File: config.mk
export PLATFORM = sky130hd
export DESIGN_NAME = keypad_scanner_flat
export DESIGN_NICKNAME = d
export VERILOG_FILES = /design/src/rtl/keypad_scanner_if.sv /design/src/rtl/keypad_scanner.sv /design/src/flat_wrapper.sv
export SDC_FILE = /design/constraint.sdc
export NUM_CORES = 1
export LEC_CHECK = 0
export ABC_AREA = 1
export BUFFER_PORTS_ARGS = -buffer_cell sky130_fd_sc_hd__clkbuf_2
export CAP_MARGIN = 0
export CORE_ASPECT_RATIO = 0.7
export CORE_MARGIN = 1.5
export CORE_UTILIZATION = 55
export CTS_BUF_LIST = sky130_fd_sc_hd__clkbuf_4 sky130_fd_sc_hd__clkbuf_8 sky130_fd_sc_hd__clkbuf_16
export CTS_CLUSTER_SIZE = 12
export DETAILED_ROUTE_END_ITERATION = 16
export PLACE_DENSITY = 0.78
export SYNTH_ARGS = -nofsm -noshare
export SYNTH_HDL_FRONTEND = slang
export SYNTH_SLANG_ARGS = --single-unit
File: constraint.sdc
create_clock -name clk -period 8.52 [get_ports clk]
set_input_delay 0.852 -clock clk [delete_from_list [all_inputs] [get_ports clk]]
set_output_delay 0.852 -clock clk [all_outputs]
set_load 0.02 [all_outputs]
File: src/rtl/keypad_scanner_if.sv
// Keypad scanner bundle: matrix lines toward the keypad plus the key report
// toward the game/maze control logic.
interface keypad_scanner_if;
  logic [3:0] col_in;
  logic [3:0] row_out;
  logic [3:0] key_code;
  logic       key_valid;
  logic       key_held;

  // Scanner side: reads the columns, drives the rows and the key report.
  modport master (
    input  col_in,
    output row_out,
    output key_code,
    output key_valid,
    output key_held
  );

  // Keypad/consumer side: drives the columns, observes everything else.
  modport slave (
    output col_in,
    input  row_out,
    input  key_code,
    input  key_valid,
    input  key_held
  );
endinterface

File: src/rtl/keypad_scanner.sv
// 4x4 matrix keypad scanner.
// Each row is driven low in turn for SCAN_DIV cycles and the synchronized column
// lines are sampled on the last cycle of each row. The four row samples of one
// frame are folded into NONE / KEY(code) / MULTI. A result has to repeat for
// DEBOUNCE_SCANS whole frames before a press or a release is accepted, and a
// press is reported once with a single-cycle key_valid pulse.
module keypad_scanner #(
  parameter int SCAN_DIV       = 64,
  parameter int DEBOUNCE_SCANS = 4
) (
  input logic              clk,
  input logic              rst,
  keypad_scanner_if.master kp
);

  localparam int DW = $clog2(SCAN_DIV);
  localparam int SW = $clog2(DEBOUNCE_SCANS + 1);
  localparam logic [DW-1:0] DIV_LAST   = DW'(SCAN_DIV - 1);
  localparam logic [SW-1:0] STABLE_MAX = SW'(DEBOUNCE_SCANS);

  typedef enum logic [1:0] {
    RES_NONE  = 2'd0,
    RES_KEY   = 2'd1,
    RES_MULTI = 2'd2
  } frame_res_t;

  typedef enum logic {
    ARMED   = 1'b0,
    PRESSED = 1'b1
  } state_t;

  logic [3:0]    col_meta;
  logic [3:0]    col_sync;
  logic [DW-1:0] div;
  logic [1:0]    row_idx;
  logic          sample_tick;
  logic          frame_end;

  logic [3:0]    row_low;
  logic [2:0]    row_cnt;
  logic [1:0]    low_col;
  logic [2:0]    low_sum;
  logic [1:0]    acc_cnt;
  logic [3:0]    acc_code;
  logic [1:0]    frame_cnt;
  logic [3:0]    frame_code;
  frame_res_t    frame_res;

  frame_res_t    cand_kind;
  frame_res_t    cand_kind_nxt;
  logic [3:0]    cand_code;
  logic [3:0]    cand_code_nxt;
  logic [SW-1:0] stable;
  logic [SW-1:0] stable_nxt;

  state_t        state;
  state_t        state_nxt;
  logic          accept;
  logic          held;

  logic          key_valid_r;
  logic [3:0]    key_code_r;

  // Two-flop synchronizer for the asynchronous, pulled-up column lines.
  always_ff @(posedge clk or negedge rst) begin
    if (!rst) begin
      col_meta <= 4'b1111;
      col_sync <= 4'b1111;
    end else begin
      col_meta <= kp.col_in;
      col_sync <= col_meta;
    end
  end

  // Row timing: div counts the cycles of the current row; row changes as div wraps.
  always_ff @(posedge clk or negedge rst) begin
    if (!rst) begin
      div     <= '0;
      row_idx <= 2'd0;
    end else if (div == DIV_LAST) begin
      div     <= '0;
      row_idx <= row_idx + 2'd1;
    end else begin
      div     <= div + DW'(1);
    end
  end

  assign sample_tick = (div == DIV_LAST);
  assign frame_end   = sample_tick && (row_idx == 2'd3);

  // One-cold row drive decoded straight from the row index, so reset shows at once.
  always_comb begin
    kp.row_out = ~(4'b0001 << row_idx);
  end

  // Fold the current row sample into the running frame count and single-key code.
  always_comb begin
    row_low = ~col_sync;
    row_cnt = {2'b00, row_low[0]} + {2'b00, row_low[1]} +
              {2'b00, row_low[2]} + {2'b00, row_low[3]};
    low_col = 2'd0;
    for (int i = 3; i >= 0; i--) begin
      if (row_low[i]) low_col = 2'(i);
    end
    low_sum    = {1'b0, acc_cnt} + row_cnt;
    frame_cnt  = (low_sum >= 3'd2) ? 2'd2 : low_sum[1:0];
    frame_code = ((acc_cnt == 2'd0) && (row_cnt == 3'd1)) ? {row_idx, low_col} : acc_code;
    case (frame_cnt)
      2'd0:    frame_res = RES_NONE;
      2'd1:    frame_res = RES_KEY;
      default: frame_res = RES_MULTI;
    endcase
  end

  // Frame accumulator: updated on every row sample, cleared once the frame is folded.
  always_ff @(posedge clk or negedge rst) begin
    if (!rst) begin
      acc_cnt  <= 2'd0;
      acc_code <= 4'd0;
    end else if (frame_end) begin
      acc_cnt  <= 2'd0;
      acc_code <= 4'd0;
    end else if (sample_tick) begin
      acc_cnt  <= frame_cnt;
      acc_code <= frame_code;
    end
  end

  // Debounce: a repeating frame result builds confidence, any change restarts at one.
  always_comb begin
    cand_kind_nxt = cand_kind;
    cand_code_nxt = cand_code;
    stable_nxt    = stable;
    if (frame_end) begin
      if ((frame_res == cand_kind) &&
          ((frame_res != RES_KEY) || (frame_code == cand_code))) begin
        if (stable != STABLE_MAX) stable_nxt = stable + SW'(1);
      end else begin
        cand_kind_nxt = frame_res;
        cand_code_nxt = frame_code;
        stable_nxt    = SW'(1);
      end
    end
  end

  // Debounce registers holding the candidate result and its frame count.
  always_ff @(posedge clk or negedge rst) begin
    if (!rst) begin
      cand_kind <= RES_NONE;
      cand_code <= 4'd0;
      stable    <= '0;
    end else begin
      cand_kind <= cand_kind_nxt;
      cand_code <= cand_code_nxt;
      stable    <= stable_nxt;
    end
  end

  // Press/release FSM state register.
  always_ff @(posedge clk or negedge rst) begin
    if (!rst) state <= ARMED;
    else      state <= state_nxt;
  end

  // Next state uses the freshly updated candidate so acceptance lands on the frame end.
  always_comb begin
    state_nxt = state;
    case (state)
      ARMED: begin
        if (frame_end && (cand_kind_nxt == RES_KEY) && (stable_nxt == STABLE_MAX))
          state_nxt = PRESSED;
      end
      PRESSED: begin
        if (frame_end && (cand_kind_nxt == RES_NONE) && (stable_nxt == STABLE_MAX))
          state_nxt = ARMED;
      end
      default: state_nxt = ARMED;
    endcase
  end

  // FSM outputs: a press is accepted on the ARMED->PRESSED step; held mirrors PRESSED.
  always_comb begin
    accept = (state == ARMED) && (state_nxt == PRESSED);
    held   = (state == PRESSED);
  end

  // Key report registers: one-cycle valid pulse and a code that persists past release.
  always_ff @(posedge clk or negedge rst) begin
    if (!rst) begin
      key_valid_r <= 1'b0;
      key_code_r  <= 4'd0;
    end else begin
      key_valid_r <= accept;
      if (accept) key_code_r <= cand_code_nxt;
    end
  end

  assign kp.key_valid = key_valid_r;
  assign kp.key_code  = key_code_r;
  assign kp.key_held  = held;

endmodule

File: src/flat_wrapper.sv
// flat-port wrapper written by rule: the top's interface ports become plain ports
module keypad_scanner_flat 
#(
  parameter int SCAN_DIV       = 64,
  parameter int DEBOUNCE_SCANS = 4
)
  (clk, rst, kp_col_in, kp_row_out, kp_key_code, kp_key_valid, kp_key_held);
  keypad_scanner_if kp_i ();
  input logic clk;
  input logic rst;
  input wire logic [$bits(kp_i.col_in)-1:0] kp_col_in;
  output wire logic [$bits(kp_i.row_out)-1:0] kp_row_out;
  output wire logic [$bits(kp_i.key_code)-1:0] kp_key_code;
  output wire logic [$bits(kp_i.key_valid)-1:0] kp_key_valid;
  output wire logic [$bits(kp_i.key_held)-1:0] kp_key_held;
  assign kp_i.col_in = kp_col_in;
  assign kp_row_out = kp_i.row_out;
  assign kp_key_code = kp_i.key_code;
  assign kp_key_valid = kp_i.key_valid;
  assign kp_key_held = kp_i.key_held;
  keypad_scanner #(.SCAN_DIV(SCAN_DIV), .DEBOUNCE_SCANS(DEBOUNCE_SCANS)) u_core (.clk(clk), .rst(rst), .kp(kp_i));
endmodule
Yosys cells after proc, flatten, opt, wreduce, memory -nomap -nowiden:

Cells that the tools add are included.

* register bits: 37
* bits of input ports: 6
* output and inout bits: 10
* word-level logic and storage cells: 69

* add/subtract/negate cells: 7
* $lt $le $gt $ge: 1
* equality and inequality tests: 10
* shift operators: 1
* multiplexer cells: 22
* bitwise logic cells: 3
* reductions and logical operators: 13

Operators by type and width (count)
* two-way mux 4 bit: 5
* two-way mux 2 bit: 9
* two-way mux 3 bit: 3
* logical AND 1 bit: 8
* inverter 4 bit: 2
* adder 3 x 1 -> 3 bit: 2
* adder 6 x 1 -> 6 bit, second input constant: 1
* == test 6 bit, second input constant: 1
* zero test 2 bit: 3
* two-way mux 6 bit: 1
* == test 2 x 1 -> 1 bit, second input constant: 2
* == test 4 bit: 1
* case mux 2 bit (2 select lines): 1
* left shift 1 x 2 -> 4 bit, first input constant: 1
* adder 2 x 3 -> 3 bit: 1
* adder 3 x 1 -> 3 bit, second input constant: 1
* == test 3 x 1 -> 1 bit, second input constant: 1
* == test 3 bit, second input constant: 1
* >= comparator 3 x 2 -> 1 bit, second input constant: 1
* inequality test 3 bit, second input constant: 1
* adder 1 x 1 -> 2 bit: 1
* adder 2 x 1 -> 2 bit, second input constant: 1
* == test 2 bit: 1
* == test 2 bit, second input constant: 1
* 6 further kinds: 7

Longest topological paths before layout:

Gate-level depths: netlist (run 1).

* depth in word-level cells: 20
* gate-level depth with buffers: 20
* depth with buffers taken out: 20

Worst setup path before layout (run 1):

No wires, ideal clock.

* path kind: flip-flop to flip-flop
* start point: register u_core.col_sync[0]
* end point: register u_core.key_code_r[0], in the netlist u_core.kp.key_code[0]
* setup time: 118 ps
* arrival time: 3098 ps
* path slack: 5304 ps
* stages on the path, launching flop included: 16
* path buffers: 0
* cells stage by stage: dfstp_2 > inv_1 > ha_1 > fa_1 > ha_1 > fa_1 > a21oi_1 > o21ai_1 > nor2_2 > inv_1 > a21oi_2 > nand3_2 > nand2_2 > nand3_2 > nand2_1 > nand2_1

RTL lines
* from (decl): line keypad_scanner.sv:33 `logic [3:0] col_sync;`
* from (signal assigned): line keypad_scanner.sv:71 `col_sync <= col_meta;`
* inverter 4 bit *: line keypad_scanner.sv:98 `row_low = ~col_sync;`
* adder 1 x 1 -> 2 bit: line keypad_scanner.sv:99 `row_cnt = {2'b00, row_low[0]} + {2'b00, row_low[1]} +`
* adder 3 x 1 -> 3 bit: line keypad_scanner.sv:99
* adder 3 x 1 -> 3 bit: line keypad_scanner.sv:100 `{2'b00, row_low[2]} + {2'b00, row_low[3]};`
* adder 2 x 3 -> 3 bit: line keypad_scanner.sv:105 `low_sum = {1'b0, acc_cnt} + row_cnt;`
* >= comparator 3 x 2 -> 1 bit: line keypad_scanner.sv:106 `frame_cnt = (low_sum >= 3'd2) ? 2'd2 : low_sum[1:0];`
* two-way mux 2 bit: line keypad_scanner.sv:106
* == test 2 x 1 -> 1 bit or zero test 2 bit (tied branches): line keypad_scanner.sv:108 `case (frame_cnt)`
* [4 not listed]
* two-way mux 3 bit *: line keypad_scanner.sv:135 `if ((frame_res == cand_kind) &&`
* two-way mux 3 bit *: line keypad_scanner.sv:134 `if (frame_end) begin`
* named net u_core.stable_nxt[2]: line keypad_scanner.sv:54 `logic [SW-1:0] stable_nxt;`
* == test 3 bit *: line keypad_scanner.sv:170, keypad_scanner.sv:174
* logical AND 1 bit (on tied branches): line keypad_scanner.sv:174, keypad_scanner.sv:170
* two-way mux 1 bit (on tied branches): line keypad_scanner.sv:174, keypad_scanner.sv:170
* case mux 1 bit (2 select lines) *: line keypad_scanner.sv:168 `case (state)`
* logical AND 1 bit *: line keypad_scanner.sv:183 `accept = (state == ARMED) && (state_nxt == PRESSED);`
* to (signal assigned): line keypad_scanner.sv:194 `if (accept) key_code_r <= cand_code_nxt;`
* to (decl): line keypad_scanner.sv:62 `logic [3:0] key_code_r;`

The timed path passes the listed nets; every way through them passes the cells marked *.
A chain may end at the register's enable or synchronous reset.

Worst setup path after layout (run 1):

* start point: register u_core.col_sync[0]
* end point: register u_core.key_code_r[2], in the netlist u_core.kp.key_code[2]

The elaborated chain is that of the path after synthesis.

==> impl_metrics.py, run 1 <==
metrics = {
    "synth": {
        "synth-async-reset-ratio": 1.00,
        "synth_top_family_by_area": "simple AND/OR/NAND/NOR gates",
        "ys_seq_elements": 37,
        "yosys_warnings": 0,
        "synth-compound-area-share": 0.0621,
        "ys.flop_type": "dfrtp_1",
        "synth_adder_area_share": 0.0845,
        "syn_nets": 241,
        "synthMuxAreaShare": 0,
        "syn_area_per_cell_um2": 8.77,
        "ys_types": 30,
        "syn_inst": 223,
        "synthesis.area_mm2": 0.00196,
        "ys_seq_area_frac": 0.479,
        "yosys.area_share.simple": 0.287,
        "synth_edf_count": 0,
        "synth_xor_area_frac": 0.0173,
    },
    "drt": {
        "num_vias": 1424,
        "met3_wirelength_um": 216,
        "antenna_left": 0,
        "drtIter0Drc": 69,
        "wl_per_cell_um": 11.3,
        "drtPass1Iterations": 4,
        "met2_length_um": 1390,
        "drc": 0,
        "met1_length_um": 1670,
        "viasPerCell": 4.88,
        "top_layer": "met4",
        "totalWireLength_um": 3310,
    },
    "setup_path": {
        "path_delay_family": "adder cells",
        "arrival_ns": 3.69,
        "worst-path-buf-inv": 2,
        "cp_data_required_time_ns": 8.70,
        "critPathKind": "reg -> reg",
        "rrSetupSlack_ns": 5.01,
        "startpoint_type": "flop",
        "slowest_delay_ns": 0.62,
        "crit_chain": "inv_1 > ha_1 > fa_1 > ha_1 > fa_1 > a21oi_1 > o21ai_1 > nor2_2 > inv_1 > a21oi_2 > nand3_2 > nand2_2 > nand3_2 > nand2_1 > nand2_1",
        "crit_fanout": 5,
        "cp_slowest_cell": "fa_1",
        "cp-end-kind": "flop",
    },
    "clocking": {
        "ctsHoldBuffers": 0,
        "path_clk_slew_ns": 0.07,
        "cts-root-buf": "clkbuf_8",
        "tritoncts": "yes",
        "worstSkewPairLatency_ns": 0.29,
        "htree_num_levels": 2,
        "cts_resized": 0,
        "post_cts.repair.setup_buffers": 0,
        "cts_buffers": 5,
        "clk_path_buf_depth": 2,
        "clock_sinks": 37,
    },
    "global_route": {
        "grt_max_degree": 38,
        "grt_pass1_vias": 1322,
        "grt_pass1_wl_um": 5820,
        "gr-total-overflow": 0,
        "grt_use_total": 0.206,
        "antenna_found_initial": 0,
    },
    "floorplan": {
        "die_x_um": 74.3,
        "ios": 16,
        "core_mm2": 0.00328,
        "dieArea_mm2": 0.00393,
        "fp-row-count": 17,
        "die_y_um": 52.9,
        "start_util": 0.597,
    },
    "cells_and_area": {
        "insertedDiodeCount": 0,
        "n_fill_cell": 261,
        "nets": 262,
        "area_growth_pct": 11.6,
        "fin_area_mm2": 0.00218,
        "drive_above_1_share": 0.212,
    },
    "place": {
        "portBuffers": 15,
        "gp_congestion": 0.795,
        "post-place-ws_ns": 5.03,
        "dp.final_hpwl_um": 2510,
        "dpl_cell_area_mm2": 0.00209,
    },
    "power": {
        "powerDensity_mw_per_mm2": 157,
        "finalPower_uw": 342,
        "ir_drop_uv": 132,
        "p_leak_uw": 0.00116,
    },
    "sta": {
        "setup_viol": 0,
        "max-slew-margin-rel": 0.416,
        "hold_viol_final": 0,
        "worst_pin_slew_ns": 0.877,
        "fin_skew_ns": 0.00360,
        "clock.fmax_mhz": 285,
        "maxSlewViolCount": 0,
        "worst_slack_ns": 5.01,
        "rsz0062_at_grt": "no",
        "min_period_ns": 3.51,
        "fin_crit_sh": 0.412,
        "finalSetupTns_ns": 0,
    },
    "worst_hold_path": {
        "hold_class": "reg -> reg",
    },
    "status": {
        "outcome": "completed",
    },
    "run": {
        "max-cap-violations": 0,
    },
}
## power by group
part	total, uW	switching, uW	internal (uW)
Combinational	35.0	23.9	11.1
Clock	127	61.3	65.5
Sequential	180	0.925	179
Total	342	86.2	256
## metal layers
metal	GRT usage	vias to the layer above
li1	-	738
met1	0.291	645
met2	0.301	37
met3	0.0686	4
met4	0.0636	0
met5	0	-
## path summary, 6_finish.rpt
path / from / end / depth (start not counted)
max: u_core.col_sync[0] / u_core.kp.key_code[2] / 15
min: u_core.col_meta[3] / u_core.col_sync[3] / 0
max reg2reg: u_core.col_sync[0] / u_core.kp.key_code[2] / 15
min reg2reg: u_core.col_meta[3] / u_core.col_sync[3] / 0
max in group asynchronous: rst / u_core.stable[0] / 1
min in group asynchronous: rst / u_core.div[2] / 1
## Yosys cell counts, types with 2 or more instances
cell      n  area, um^2
ha_1     10         125
a21oi_1   6        30.0
dfrtp_1  29         726
dfstp_2   8         210
nor2_1    8        30.0
o21ai_0   9        45.0
inv_1    34         128
nor2_4    3        33.8
nand3_1  23         115
nand3_2   4        40.0
nor2_2    2        12.5
xor2_1    2        17.5
nand2_2   4        25.0
nand2_4   2        22.5
fa_1      2        40.0
nand2_1  63         236
## sequential cells by signal (all words and copies together), names as in the netlist, 2 cells and up
name and flops:
u_core.stable 3, u_core.kp.key_code 4, u_core.cand_kind 2, u_core.acc_cnt 2, u_core.acc_code 4, u_core.col_meta 4, u_core.cand_code 4, u_core.row_idx 2
u_core.div 6, u_core.col_sync 4
## placed cells by master, fill, tap and decap left out, types with 2 or more instances in the layout
| cell | count |
|---|---|
| a21oi_1 | 6 |
| clkbuf_2 | 15 |
| clkbuf_8 | 6 |
| dfrtp_1 | 29 |
| dfstp_2 | 8 |
| fa_1 | 2 |
| ha_1 | 10 |
| inv_1 | 34 |
| nand2_1 | 63 |
| nand2_2 | 4 |
| nand2_4 | 2 |
| nand3_1 | 23 |
| nand3_2 | 4 |
| nor2_1 | 8 |
| nor2_2 | 2 |
| nor2_4 | 3 |
| o21ai_0 | 9 |
| xor2_1 | 2 |
## per-stage QoR
step	utilization	hold slack, ns	std cells
global route	0.666	0.361	292
detailed placement	0.637	0.347	284
CTS	0.666	0.358	292
global placement	0.637	0.345	284
finish	0.666	0.357	292
floorplan	-	0.345	223
## layout make-up
type / instances / area [um^2] / share of cell area
multi-input cells: 149 / 881 / 0.404
repair buffers: 15 / 75.1 / 0.0344
clock inverters: 2 / 13.8 / 0.00631
well taps: 47 / 58.8 / 0.0269
flip-flops and latches: 37 / 936 / 0.429
inverters: 36 / 135 / 0.0619
clock buffers: 6 / 82.6 / 0.0378
## logic make-up (layout without fill, tap and decap cells)
kind of cell               count (synthesis)  in the layout
AOI/OAI and AO/OA                         20             20
xor gates and xnor gates                   3              3
adders and majority gates                 12             12
buffers and inverters                     37             59
DFF                                       37             37
and+or+nand+nor                          114            114
Note: power is estimated with default switching activity, not from simulation.
==> inputs of run 2 (changes only) <==
--- a/config.mk
+++ b/config.mk
@@ -10,11 +10,11 @@
 export CAP_MARGIN = 0
 export CORE_ASPECT_RATIO = 0.7
 export CORE_MARGIN = 1.5
-export CORE_UTILIZATION = 55
+export CORE_UTILIZATION = 53
 export CTS_BUF_LIST = sky130_fd_sc_hd__clkbuf_4 sky130_fd_sc_hd__clkbuf_8 sky130_fd_sc_hd__clkbuf_16
 export CTS_CLUSTER_SIZE = 12
 export DETAILED_ROUTE_END_ITERATION = 16
-export PLACE_DENSITY = 0.78
+export PLACE_DENSITY = 0.79
 export SYNTH_ARGS = -nofsm -noshare
 export SYNTH_HDL_FRONTEND = slang
 export SYNTH_SLANG_ARGS = --single-unit
==> constraint.sdc (replaced) <==
create_clock -name clk -period 2.95 [get_ports clk]
set_input_delay 0.295 -clock clk [delete_from_list [all_inputs] [get_ports clk]]
set_output_delay 0.295 -clock clk [all_outputs]
set_load 0.02 [all_outputs]
==> impl_metrics.py, run 2 (synthesized netlist as in run 1, its figures left out) <==
metrics = {
    "clocking": {
        "worstSkewPairLatency_ns": 0.30,
        "tritoncts": "yes",
        "cts_buffers": 5,
        "htree_num_levels": 2,
        "cts-root-buf": "clkbuf_8",
        "clock_sinks": 37,
        "clk_path_buf_depth": 2,
        "path_clk_slew_ns": 0.08,
        "ctsHoldBuffers": 0,
    },
    "setup_path": {
        "cp-end-kind": "flop",
        "rrSetupSlack_ns": -0.28,
        "startpoint_type": "flop",
        "worst-path-buf-inv": 2,
        "worstReg2RegStart": "u_core.col_sync[1]",
        "rr_endpoint": "u_core.kp.key_code[1]",
        "cp_data_required_time_ns": 3.14,
        "ff2ff_path_depth": 15,
        "arrival_ns": 3.42,
        "path_delay_family": "adder cells",
        "crit_chain": "inv_2 > ha_4 > fa_2 > ha_4 > fa_1 > a21oi_2 > o21ai_2 > nor2_2 > inv_2 > a21oi_4 > nand3_4 > nand2_4 > nand3_4 > nand2_1 > nand2_1",
        "critPathKind": "reg -> reg",
        "cp_slowest_cell": "dfstp_2",
        "crit_fanout": 5,
        "slowest_delay_ns": 0.56,
    },
    "cells_and_area": {
        "drive_above_1_share": 0.315,
        "multi_input_area_um2": 982,
        "regArea_um2": 936,
        "area_growth_pct": 22.8,
        "n_fill_cell": 277,
        "largest_reg_flops": 6,
        "nets": 277,
        "top_register": "u_core.div",
        "insertedDiodeCount": 0,
        "final_common_cell": "nand2_1",
        "final_cell_mix": "61 x nand2_1, 30 x inv_1, 29 x dfrtp_1, 22 x nand3_1, 15 x clkbuf_2",
        "finish.utilization": 0.679,
    },
    "floorplan": {
        "core_mm2": 0.00354,
        "die_x_um": 75.6,
        "fp-row-count": 18,
        "die_y_um": 53.8,
        "dieArea_mm2": 0.00407,
        "start_util": 0.553,
        "ios": 16,
    },
    "sta": {
        "worst_slack_ns": -0.277,
        "max-slew-margin-rel": 0.390,
        "hold_slack_ns": 0.0667,
        "setup_viol": 12,
        "maxSlewViolCount": 0,
        "fin_skew_ns": 0.00863,
        "fin_crit_sh": 1.09,
        "clock.fmax_mhz": 310,
        "rsz0062_at_grt": "yes",
        "worst_pin_slew_ns": 0.916,
        "min_period_ns": 3.23,
        "hold_viol_final": 0,
    },
    "worst_hold_path": {
        "hold_class": "in -> reg",
        "min_path_cells": 1,
        "worstHoldStart": "kp_col_in[2]",
        "hold_path_end": "u_core.col_meta[2]",
    },
    "global_route": {
        "grt_max_degree": 38,
        "grt_pass1_wl_um": 6230,
        "antenna_found_initial": 0,
        "grt_use_total": 0.215,
        "grt_pass1_vias": 1338,
        "gr-total-overflow": 0,
    },
    "drt": {
        "drtIter0Drc": 89,
        "drtPass1Iterations": 4,
        "wl_per_cell_um": 12.9,
        "num_vias": 1497,
        "totalWireLength_um": 3990,
        "antenna_left": 0,
        "drc": 0,
        "viasPerCell": 4.83,
    },
    "place": {
        "dp.final_hpwl_um": 2680,
        "portBuffers": 15,
        "gp_congestion": 0.823,
    },
    "status": {
        "outcome": "finished, violations left",
        "failed_checks": "setup timing",
    },
    "power": {
        "powerDensity_mw_per_mm2": 437,
        "p_leak_uw": 0.00123,
        "ir_drop_uv": 352,
    },
    "run": {
        "max-cap-violations": 0,
    },
}
-- run 2: what timing repair did --
| item | 4_1_cts | 5_1_grt |
|---|---|---|
| pin swaps | 14 | 7 |
| buffers inserted | 3 | 1 |
| setup endpoints to repair | 12 | 13 |
| gates resized for setup | 11 | 8 |
-- run 2: through the flow --
step	instance area [um^2]	setup slack, ns	power (uW)	setup TNS [ns]	cells
6_report	2400	-0.277	1050	-2.52	310
5_1_grt	2400	-0.422	1090	-4.26	310
4_1_cts	2370	-0.219	1040	-1.99	309
3_5_place_dp	2210	-0.255	658	-2.17	298
3_3_place_gp	2210	-0.150	655	-1.02	298
2_1_floorplan	1990	-0.173	608	-0.928	223
-- run 2: final cells by class --
cell class | count | share of cell area
multi-input combinational | 149 | 0.409
sequential | 37 | 0.390
timing repair buffer | 30 | 0.0797
inverter | 36 | 0.0563
clock buffer | 5 | 0.0287
tap | 50 | 0.0261
clock inverter | 3 | 0.0104
-- run 2: where the power goes --
part	total, uW	switching (uW)	internal, uW
combinational	162	92.5	69.9
sequential	520	2.72	517
clock	367	197	170
-- run 2: worst max path at each step --
stage	to	slack, ns	start	cells past startpoint
floorplan	u_core.kp.key_code[0]	-0.17	u_core.col_sync[1]	15
global placement	u_core.kp.key_code[1]	-0.15	u_core.col_sync[1]	16
detailed placement	u_core.kp.key_code[1]	-0.26	u_core.col_sync[1]	16
CTS	u_core.kp.key_code[1]	-0.22	u_core.col_sync[1]	16
global route	u_core.kp.key_code[3]	-0.42	u_core.col_sync[1]	14
finish	u_core.kp.key_code[1]	-0.28	u_core.col_sync[1]	15
-- run 2: layer usage --
layer / share of wire / GRT usage / wire, um
met5: 0 / 0 / 0
met4: 0.012 / 0.0982 / 48
met3: 0.057 / 0.0506 / 227
met2: 0.44 / 0.303 / 1750
met1: 0.49 / 0.314 / 1970
==> inputs of run 3 (changes only) <==
--- a/config.mk
+++ b/config.mk
@@ -15,6 +15,7 @@
 export CTS_CLUSTER_SIZE = 12
 export DETAILED_ROUTE_END_ITERATION = 16
 export PLACE_DENSITY = 0.79
+export REMOVE_ABC_BUFFERS = 1
 export SYNTH_ARGS = -nofsm -noshare
 export SYNTH_HDL_FRONTEND = slang
 export SYNTH_SLANG_ARGS = --single-unit
==> impl_metrics.py, run 3 (synthesized netlist as in run 1, its figures left out) <==
metrics = {
    "sta": {
        "maxSlewViolCount": 0,
        "rsz0062_at_grt": "yes",
        "clock.fmax_mhz": 311,
        "max-slew-margin-rel": 0.408,
        "min_period_ns": 3.22,
        "worst_pin_slew_ns": 0.888,
        "setup_viol": 13,
        "fin_skew_ns": 0.00672,
        "fin_crit_sh": 1.09,
        "worst_slack_ns": -0.268,
        "hold_viol_final": 0,
    },
    "clocking": {
        "tritoncts": "yes",
        "cts-root-buf": "clkbuf_8",
        "ctsHoldBuffers": 0,
        "htree_num_levels": 2,
        "clk_path_buf_depth": 2,
        "clock_sinks": 37,
        "cts_buffers": 5,
        "worstSkewPairLatency_ns": 0.30,
        "path_clk_slew_ns": 0.08,
    },
    "drt": {
        "viasPerCell": 5.05,
        "num_vias": 1597,
        "drc": 0,
        "totalWireLength_um": 4270,
        "antenna_left": 0,
        "drtPass1Iterations": 4,
        "drtIter0Drc": 75,
        "wl_per_cell_um": 13.5,
    },
    "setup_path": {
        "crit_chain": "inv_2 > ha_4 > fa_2 > ha_4 > fa_1 > a21oi_2 > o21ai_2 > nor2_2 > buf_4 > buf_4 > nand2_4 > nand3_2 > nand2_2 > nand3_4 > nand2_1 > nand2_1",
        "critPathKind": "reg -> reg",
        "crit_fanout": 5,
        "worst-path-buf-inv": 3,
        "startpoint_type": "flop",
        "crit_start": "u_core.col_sync[0]",
        "cp.depth": 16,
        "slowest_delay_ns": 0.55,
        "cp-end-kind": "flop",
        "path_delay_family": "adder cells",
        "cp_slowest_cell": "dfstp_2",
        "ff2ff_path_depth": 16,
        "cp_data_required_time_ns": 3.15,
        "arrival_ns": 3.42,
        "worstReg2RegStart": "u_core.col_sync[0]",
    },
    "global_route": {
        "grt_pass1_wl_um": 6820,
        "gr-total-overflow": 0,
        "grt_use_total": 0.240,
        "grtUsageMet2": 0.382,
        "grt_use_met1": 0.315,
        "antenna_found_initial": 0,
        "grt_max_degree": 38,
        "grt.met3_usage": 0.0768,
        "top_usage_layer": "met2",
        "grt_pass1_vias": 1502,
    },
    "floorplan": {
        "die_y_um": 53.8,
        "die_x_um": 75.6,
        "core_mm2": 0.00354,
        "start_util": 0.553,
        "fp-row-count": 18,
        "ios": 16,
        "dieArea_mm2": 0.00407,
    },
    "cells_and_area": {
        "fin_cells": 316,
        "insertedDiodeCount": 0,
        "final_cell_mix": "61 x nand2_1, 29 x inv_1, 29 x dfrtp_1, 21 x nand3_1, 21 x buf_4",
        "drive_above_1_share": 0.338,
        "nets": 283,
        "regArea_um2": 936,
        "top_register": "u_core.div",
        "largest_reg_flops": 6,
        "n_fill_cell": 250,
        "final_common_cell": "nand2_1",
        "area_growth_pct": 26.6,
        "finish.utilization": 0.700,
        "multi_input_area_um2": 993,
    },
    "power": {
        "powerDensity_mw_per_mm2": 465,
        "ir_drop_uv": 427,
        "combPwrFrac": 0.158,
        "p_clk_frac": 0.390,
        "sw_frac_of_total": 0.253,
        "p_sw_uw": 292,
        "p_leak_uw": 0.00128,
        "cellInternalPower_uw": 859,
        "p_seq_frac": 0.452,
    },
    "place": {
        "gp_congestion": 0.821,
        "dp_cells": 301,
        "dp.final_hpwl_um": 2650,
        "portBuffers": 15,
    },
    "run": {
        "max-cap-violations": 0,
    },
    "worst_hold_path": {
        "min_path_cells": 1,
        "worstHoldStart": "kp_col_in[0]",
        "hold_class": "in -> reg",
    },
    "status": {
        "outcome": "finished, violations left",
        "failed_checks": "setup timing",
    },
}
## run 3: repair_timing
action / CTS / global route
resized for setup: 13 / 13
pin swaps: 12 / 9
setup endpoints to repair: 13 / 14
endpoints found under the hold margin: 0 / 0
setup buffers: 3 / 4
## run 3: cell type report
class | count | share of cell area
multi-input combinational | 149 | 0.401
sequential | 37 | 0.378
timing repair buffer | 36 | 0.0940
inverter | 36 | 0.0546
clock buffer | 6 | 0.0308
tap | 50 | 0.0253
clock inverter | 2 | 0.0157
## run 3: per-layer routing
layer | vias up | wire, um
met3 | 7 | 190
met2 | 35 | 2080
met5 | - | 0
met1 | 772 | 1950
li1 | 783 | -
met4 | 0 | 56
## run 3: path summary, 6_finish.rpt
kind	end	slack, ns
max	u_core.kp.key_code[1]	-0.27
min	u_core.col_meta[0]	0.07
max reg2reg	u_core.kp.key_code[1]	-0.27
min reg2reg	u_core.col_sync[0]	0.36
max in group asynchronous	u_core.cand_kind[0]	2.29
min in group asynchronous	u_core.div[0]	0.10
## run 3: stage by stage
| step | hold WS (ns) | total power [uW] | setup WS, ns | area, um^2 | TNS, ns |
|---|---|---|---|---|---|
| 3_3_place_gp | 0.346 | 648 | -0.308 | 2190 | -3.00 |
| 3_5_place_dp | 0.347 | 650 | -0.407 | 2190 | -4.11 |
| 4_1_cts | 0.0645 | 1120 | -0.200 | 2400 | -1.65 |
| 6_report | 0.0676 | 1150 | -0.268 | 2470 | -2.58 |
| 2_1_floorplan | -0.000591 | 601 | -0.266 | 1950 | -1.97 |
| 5_1_grt | 0.0524 | 1200 | -0.397 | 2470 | -4.20 |
## run 3: power groups by stage
stage	registers [uW]	clock network, uW	logic [uW]
global route	520	480	198
global placement	529	0	119
floorplan	529	0	72.4
detailed placement	529	0	121
CTS	520	457	148
finish	520	449	182
